`src/rtl/fetch_pc_gen.sv`:
```
`default_nettype none
// ============================================================================
// Module   : fetch_pc_gen
// Brief    : IF-1 next-PC generator (flush / ID correction / IF-2 predictor /
//            PC+4), with BTB-init hold and a pending slot for stalled redirects.
// Revision : 1.0 - initial release
// ============================================================================
module fetch_pc_gen #(
    parameter logic [31:0] RESET_PC = 32'hBFC0_0000,
    parameter bit          USE_BP   = 1'b1
) (
    input  logic        clk,
    input  logic        rst_n,
    input  logic        stall,
    input  logic        flush,
    input  logic [31:0] flush_pc,
    input  logic        id_mispredict,
    input  logic [31:0] id_correct_pc,
    input  logic        bp_ready,
    input  logic        bp_predict_if2,
    input  logic [31:0] bp_target_if2,
    output logic [31:0] pc,
    output logic        pc_valid,
    output logic        if2_valid
);

    localparam logic [31:0] c_PC_STEP = 32'd4;

    typedef enum logic [1:0] {
        S_BOOT = 2'd0,
        S_RUN  = 2'd1,
        S_PEND = 2'd2
    } state_t;

    state_t      r_state;
    state_t      w_state_nxt;
    logic [31:0] r_pc;
    logic [31:0] w_pc_nxt;
    logic        r_pc_valid;
    logic        w_pc_valid_nxt;
    logic        r_if2_valid;
    logic        w_if2_valid_nxt;
    logic        r_pend_v;
    logic        w_pend_v_nxt;
    logic [31:0] r_pend_pc;
    logic [31:0] w_pend_pc_nxt;
    logic        r_pend_is_flush;
    logic        w_pend_is_flush_nxt;

    logic        w_boot_done;
    logic        w_redirect;
    logic [31:0] w_redirect_pc;
    logic        w_bp_taken;

    assign w_boot_done   = USE_BP ? bp_ready : 1'b1;
    assign w_redirect    = flush | id_mispredict;
    assign w_redirect_pc = flush ? flush_pc : id_correct_pc;
    assign w_bp_taken    = r_if2_valid & bp_predict_if2 & USE_BP;

    always_ff @(posedge clk or negedge rst_n) begin
        if (!rst_n) begin
            r_state         <= S_BOOT;
            r_pc            <= RESET_PC;
            r_pc_valid      <= 1'b0;
            r_if2_valid     <= 1'b0;
            r_pend_v        <= 1'b0;
            r_pend_pc       <= 32'd0;
            r_pend_is_flush <= 1'b0;
        end else begin
            r_state         <= w_state_nxt;
            r_pc            <= w_pc_nxt;
            r_pc_valid      <= w_pc_valid_nxt;
            r_if2_valid     <= w_if2_valid_nxt;
            r_pend_v        <= w_pend_v_nxt;
            r_pend_pc       <= w_pend_pc_nxt;
            r_pend_is_flush <= w_pend_is_flush_nxt;
        end
    end

    always_comb begin
        w_state_nxt         = r_state;
        w_pc_nxt            = r_pc;
        w_pc_valid_nxt      = r_pc_valid;
        w_if2_valid_nxt     = r_if2_valid;
        w_pend_v_nxt        = r_pend_v;
        w_pend_pc_nxt       = r_pend_pc;
        w_pend_is_flush_nxt = r_pend_is_flush;

        case (r_state)
            S_BOOT: begin
                // PC already sits at RESET_PC; leaving BOOT only makes it valid.
                if (w_boot_done) begin
                    w_state_nxt    = S_RUN;
                    w_pc_valid_nxt = 1'b1;
                end
            end

            S_RUN: begin
                if (w_redirect) begin
                    if (stall) begin
                        w_state_nxt         = S_PEND;
                        w_pend_v_nxt        = 1'b1;
                        w_pend_pc_nxt       = w_redirect_pc;
                        w_pend_is_flush_nxt = flush;
                    end else begin
                        w_pc_nxt        = w_redirect_pc;
                        w_if2_valid_nxt = 1'b0;
                    end
                end else if (!stall) begin
                    // After a predicted-taken redirect the IF-2 slot's BTB data is
                    // stale, so its prediction is masked for one cycle.
                    if (w_bp_taken) begin
                        w_pc_nxt        = bp_target_if2;
                        w_if2_valid_nxt = 1'b0;
                    end else begin
                        w_pc_nxt        = r_pc + c_PC_STEP;
                        w_if2_valid_nxt = r_pc_valid;
                    end
                end
            end

            S_PEND: begin
                // A pending flush belongs to an older instruction than any later
                // mispredict, so only a flush may replace it.
                if (flush) begin
                    w_pend_pc_nxt       = flush_pc;
                    w_pend_is_flush_nxt = 1'b1;
                end else if (id_mispredict && !r_pend_is_flush) begin
                    w_pend_pc_nxt = id_correct_pc;
                end
                if (!stall) begin
                    w_state_nxt     = S_RUN;
                    w_pc_nxt        = w_pend_pc_nxt;
                    w_pend_v_nxt    = 1'b0;
                    w_if2_valid_nxt = 1'b0;
                end
            end

            default: begin
                w_state_nxt = S_BOOT;
            end
        endcase
    end

    assign pc        = r_pc;
    assign pc_valid  = r_pc_valid;
    assign if2_valid = r_if2_valid;

endmodule
`default_nettype wire

```
`config.mk`:
```
export PLATFORM = sky130hd
export DESIGN_NAME = fetch_pc_gen
export DESIGN_NICKNAME = d
export VERILOG_FILES = /design/src/rtl/fetch_pc_gen.sv
export SDC_FILE = /design/constraint.sdc
export NUM_CORES = 1
export LEC_CHECK = 0
export CAP_MARGIN = 20
export CORE_ASPECT_RATIO = 1.2
export CORE_UTILIZATION = 35
export DETAILED_ROUTE_END_ITERATION = 8
export GPL_ROUTABILITY_DRIVEN = 0
export SYNTH_ARGS = -nofsm -noshare
export SYNTH_HDL_FRONTEND = slang
export SYNTH_SLANG_ARGS = --single-unit
```
`constraint.sdc`:
```
create_clock -name clk -period 2.1 [get_ports clk]
set_input_delay 0.21 -clock clk [delete_from_list [all_inputs] [get_ports clk]]
set_output_delay 0.21 -clock clk [all_outputs]
set_load 0.02 [all_outputs]
```
Word level (Yosys, flattened, before mapping). Index checks and enable logic that the tools add are counted.

Input bits: 103. Register bits: 69. Logic and storage cells: 54.

Mux-type cells: 26. Reduce and logical (&&, ||, !) cells: 10. Bitwise gates (word level): 2. Equality and inequality tests: 9. $add $sub $neg: 1.

Operator list (count): 2-to-1 mux 32 bit (10); one-hot mux 32 bit (2 select lines) (2); adder 32 x 3 -> 32 bit, second input constant (1); inequality test 2 bit, second input constant (6); 2-to-1 mux 2 bit (4); AND reduction 4 bit (2); 2-to-1 mux 1 bit (7); one-hot mux 2 bit (3 select lines) (1); AND reduction 3 bit (2); one-hot mux 1 bit (2 select lines) (2); AND reduction 2 bit (2); inequality test 3 bit, second input constant (1); equality test 2 x 1 -> 1 bit, second input constant (1); equality test 2 bit, second input constant (1); zero test 2 bit (1); nonzero test 2 bit (1); AND 1 bit (1); logical AND 1 bit (1); zero test 1 bit (1); OR 1 bit (1).

Logic depth before layout (Yosys ltp). Gate-level depths: netlist of the first run.

Depth in word-level cells: 6. Depth in mapped cells: 10.

Worst setup path after synthesis of the first run. Ideal clock, no wire load.

Path kind: register to register. Start: register r_pc[2] (netlist: pc[2]). End: register r_pc[26] (netlist: pc[26]). Data required time: 2.019 ns. Data arrival time: 1.974 ns. Setup slack: 0.045 ns. Path buffers: 0. Stages on the path, launching flop included: 7. Library setup time: 0.081 ns. Path through: dfrtp_1 ha_1 nand3_1 or2_2 or4_4 o221a_1 o221a_1.

Longest elaborated chain between the ends: 5.

Ends and longest elaborated chain: start: declaration (line 37) `logic [31:0] r_pc;`; start signal: assignment (line 71) `r_pc <= w_pc_nxt;`; adder 32 x 3 -> 32 bit (line 116) `w_pc_nxt = r_pc + c_PC_STEP;`; 2-to-1 mux 32 bit (line 112) `if (w_bp_taken) begin`; 2-to-1 mux 32 bit (line 109) `end else if (!stall) begin`; 2-to-1 mux 32 bit (line 99) `if (w_redirect) begin`; one-hot mux 32 bit (2 select lines) (line 89) `case (r_state)`.

Every way passes these cells. The select of a mux whose other input is x is not followed. A chain may end at the register's enable or synchronous reset.

Worst setup path in the final report of the first run.
Start: register r_state[1]. End: register r_pc[10] (netlist: pc[10]).

Longest elaborated chain between the ends: 3. Elaborated cells on any way between the ends: 7. Classes of those cells: eq/ne (4); mux (1); reduce/logical (2).

Ends and longest elaborated chain: start: declaration (line 35) `state_t r_state;`; start signal: assignment (line 70) `r_state <= w_state_nxt;`; equality test 2 x 1 -> 1 bit or equality test 2 bit (tied branches) (line 89); inequality test 2 bit (no source line) or nonzero test 2 bit (tied branches); AND reduction 3 bit (no source line).

Several ways; a longest one is shown, not always the timed one.

==> results of run 1 <==
==> flip-flops by register name (all words and copies together) (netlist names) <==
name / flops
pc: 32
r_state: 2
if2_valid: 1
pc_valid: 1
r_pend_is_flush: 1
r_pend_pc: 32
==> through the flow <==
step	setup slack, ns	total power, uW	hold slack [ns]	util	instance area (um2)
detailed placement	-0.305	8360	0.234	0.506	7260
global route	-0.0160	10700	0.450	0.535	7690
global placement	-0.147	8210	0.239	0.506	7260
finish	0.0686	10100	0.397	0.535	7690
CTS	0.00872	9980	0.426	0.529	7600
floorplan	0.0449	5710	-0.0856	-	5130
==> routing by layer <==
| metal | vias to the layer above | track usage |
|---|---|---|
| li1 | 2780 | - |
| met1 | 2947 | 0.344 |
| met2 | 308 | 0.465 |
| met3 | 49 | 0.0422 |
| met4 | 0 | 0.132 |
| met5 | - | 0 |
==> final cells by class <==
type | instances | area (um2) | share of cell area
clock buffer | 12 | 246 | 0.0321
clock inverter | 4 | 47.5 | 0.00619
inverter | 6 | 22.5 | 0.00293
multi-input combinational | 502 | 3240 | 0.421
sequential | 69 | 1740 | 0.226
tap | 175 | 219 | 0.0285
timing repair buffer | 234 | 2180 | 0.283
==> cells in the mapped netlist, drive strengths merged, types with 10 or more instances <==
cell type	count
nand3	12
mux2	17
and3	12
a22oi	29
buf	19
nor2	51
nand2	90
o21ai	65
dfrtp	60
clkbuf	34
mux2i	13
nand4	10
a31oi	17
a21oi	28
==> kinds of logic (layout without fill, tap and decap cells) <==
family | Yosys count | in the layout
adders and majority gates | 4 | 4
DFF | 69 | 69
muxes | 30 | 30
buffers and inverters | 59 | 256
AOI/OAI and AO/OA | 244 | 244
xor gates and xnor gates | 9 | 9
and+or+nand+nor | 215 | 215
==> worst max-delay path, stage by stage, from the launching register on <==
cell     delay (ns)
dfrtp_1        0.42
ha_4           0.21
or3_4          0.41
nor2_2         0.14
buf_6          0.18
a221o_1        0.28
nor3_1         0.08
nor3_1         0.22
==> cells in the final DEF, fill, tap and decap left out, types with 12 or more instances in the layout <==
cell,n
clkdlybuf4s50_1,134
nand2_1,90
buf_4,89
o21ai_0,64
dfrtp_1,60
nor2_1,48
a22oi_1,29
a21oi_1,28
mux2_2,17
a31oi_1,16
mux2i_1,13
nand3_1,12
and3_1,12
==> worst paths after layout <==
path	startpoint	to	slack [ns]	cells past startpoint
worst max-delay path	r_state[1]	pc[10]	0.07	7
worst min-delay path	rst_n	pc[12]	0.40	2
worst max register to register	r_state[1]	pc[10]	0.07	7
worst min register to register	r_pend_pc[15]	r_pend_pc[15]	0.47	2
max in group asynchronous	rst_n	pc[27]	1.07	3
min in group clk	r_pend_pc[15]	r_pend_pc[15]	0.47	2
==> what timing repair did <==
action,CTS,global route
setup buffers,0,3
pin swaps,0,4
hold buffers,1,0
endpoints found under the setup margin,37,34
endpoints found under the hold margin,11,0
resized for setup,7,14
gates cloned,0,0
==> power by group <==
group | switching [uW] | leakage, uW | internal, uW
combinational | 3140 | 0.00215 | 2830
clock | 608 | 0.000143 | 949
sequential | 533 | 0.000806 | 2070
==> flow_summary.toml, run 1 <==
[outcome]
status = "complete, no violations"

[critical_path]
cp_data_required_time_ns = 2.35
worst_setup_path_end_kind = "flip-flop"
path_max_fanout = 10
arrival_ns = 2.28
crit_type = "flip-flop to flip-flop"
cp-start-kind = "flip-flop"

[sta]
tightest_slew_ns = 0.562
min_period_ns = 2.03
finalCritPeriodShare = 0.967
timing.setup.tns_ns = 0
hold_violations = 0
finClkSkew_ns = 0.00478
fmax_mhz = 492
slew_violations = 0
setup-violations-final = 0
max_slew_margin = 0.626

[synthesis]
syn-cell-area_um2 = 5130
yosys.area_share.simple = 0.196
ys_warn_count = 0
synth_mux_area_frac = 0.0627
syn_area_per_cell_um2 = 8.14
synth_compound_area_frac = 0.330
synthDominantCellAreaShare = 0.293
synthArstFlopShare = 1.00
synthFlopType = "dfrtp_1"
ys_types = 69
synthXorXnorAreaFrac = 0.0154
ys_seq_area_frac = 0.339
synth_adder_area_share = 0.00975
synthesis.nets = 737
synth.area.top_cells = "dfrtp_1 29%, nand2_1 6.6%, o21ai_0 6.3%"
synth_edf_count = 0
ys_ff_latch = 69
syn_inst = 630
synth_top_family_by_area = "compound AO/OA/AOI/OAI gates"
yosysTopAreaCell = "dfrtp_1"

[power_and_ir_drop]
power_density_nw_per_um2 = 1320
ir_worst_vdd_uv = 609
p_leak_uw = 0.00310

[drt]
routedWlPerCell_um = 20.6
first_pass_iters = 6
wl_mm = 20.6
drc = 0
wl_met3_mm = 1.36
avgViaCountPerCell = 6.07
vias = 6084
drt_iter0_markers = 708
dr_wl_met2_mm = 10.2
drt-met1-wl_mm = 8.31
highest_layer = "met4"
detail-route-antenna-nets = 0

[clock_network]
path_clk_slew_ns = 0.06
cts-root-buf = "clkbuf_16"
worstSkewPairLatency_ns = 0.34
cts_tree = "yes"
htreeDepth = 3
cts.sinks = 69
ctsLongestPathBuffers = 2
numCtsBuffers = 9

[global_route]
antenna_found_initial = 0
grt_pass1_wl_mm = 31.6
grt_usage = 0.275
grt_pass1_vias = 5808
gr-total-overflow = 0
grt_max_degree = 31

[die]
die_x_um = 113
dieArea_um2 = 15200
coreArea_um2 = 14400
ios = 137
initial_core_util = 0.357
rows = 48
dieHeight_um = 135

[place]
portBuffers = 136
dp_cells = 982
dp_hpwl_mm = 15.5

[run]
drv_cap = 0

[layout]
fin_nets = 929
diodes = 0
instances_no_fill = 1002
drive_gt1_frac = 0.200
area_growth_pct = 49.8
fillers = 1331

[worst_hold_path]
hold_class = "input pin to asynchronous set/reset pin"
Power figures use the tool's default switching activity.
==> inputs of run 2 (changes only) <==
- CAP_MARGIN: 20 -> unset
==> results of run 2 <==
Same layout as run 1: the final DEF is identical, and so are final timing and power.
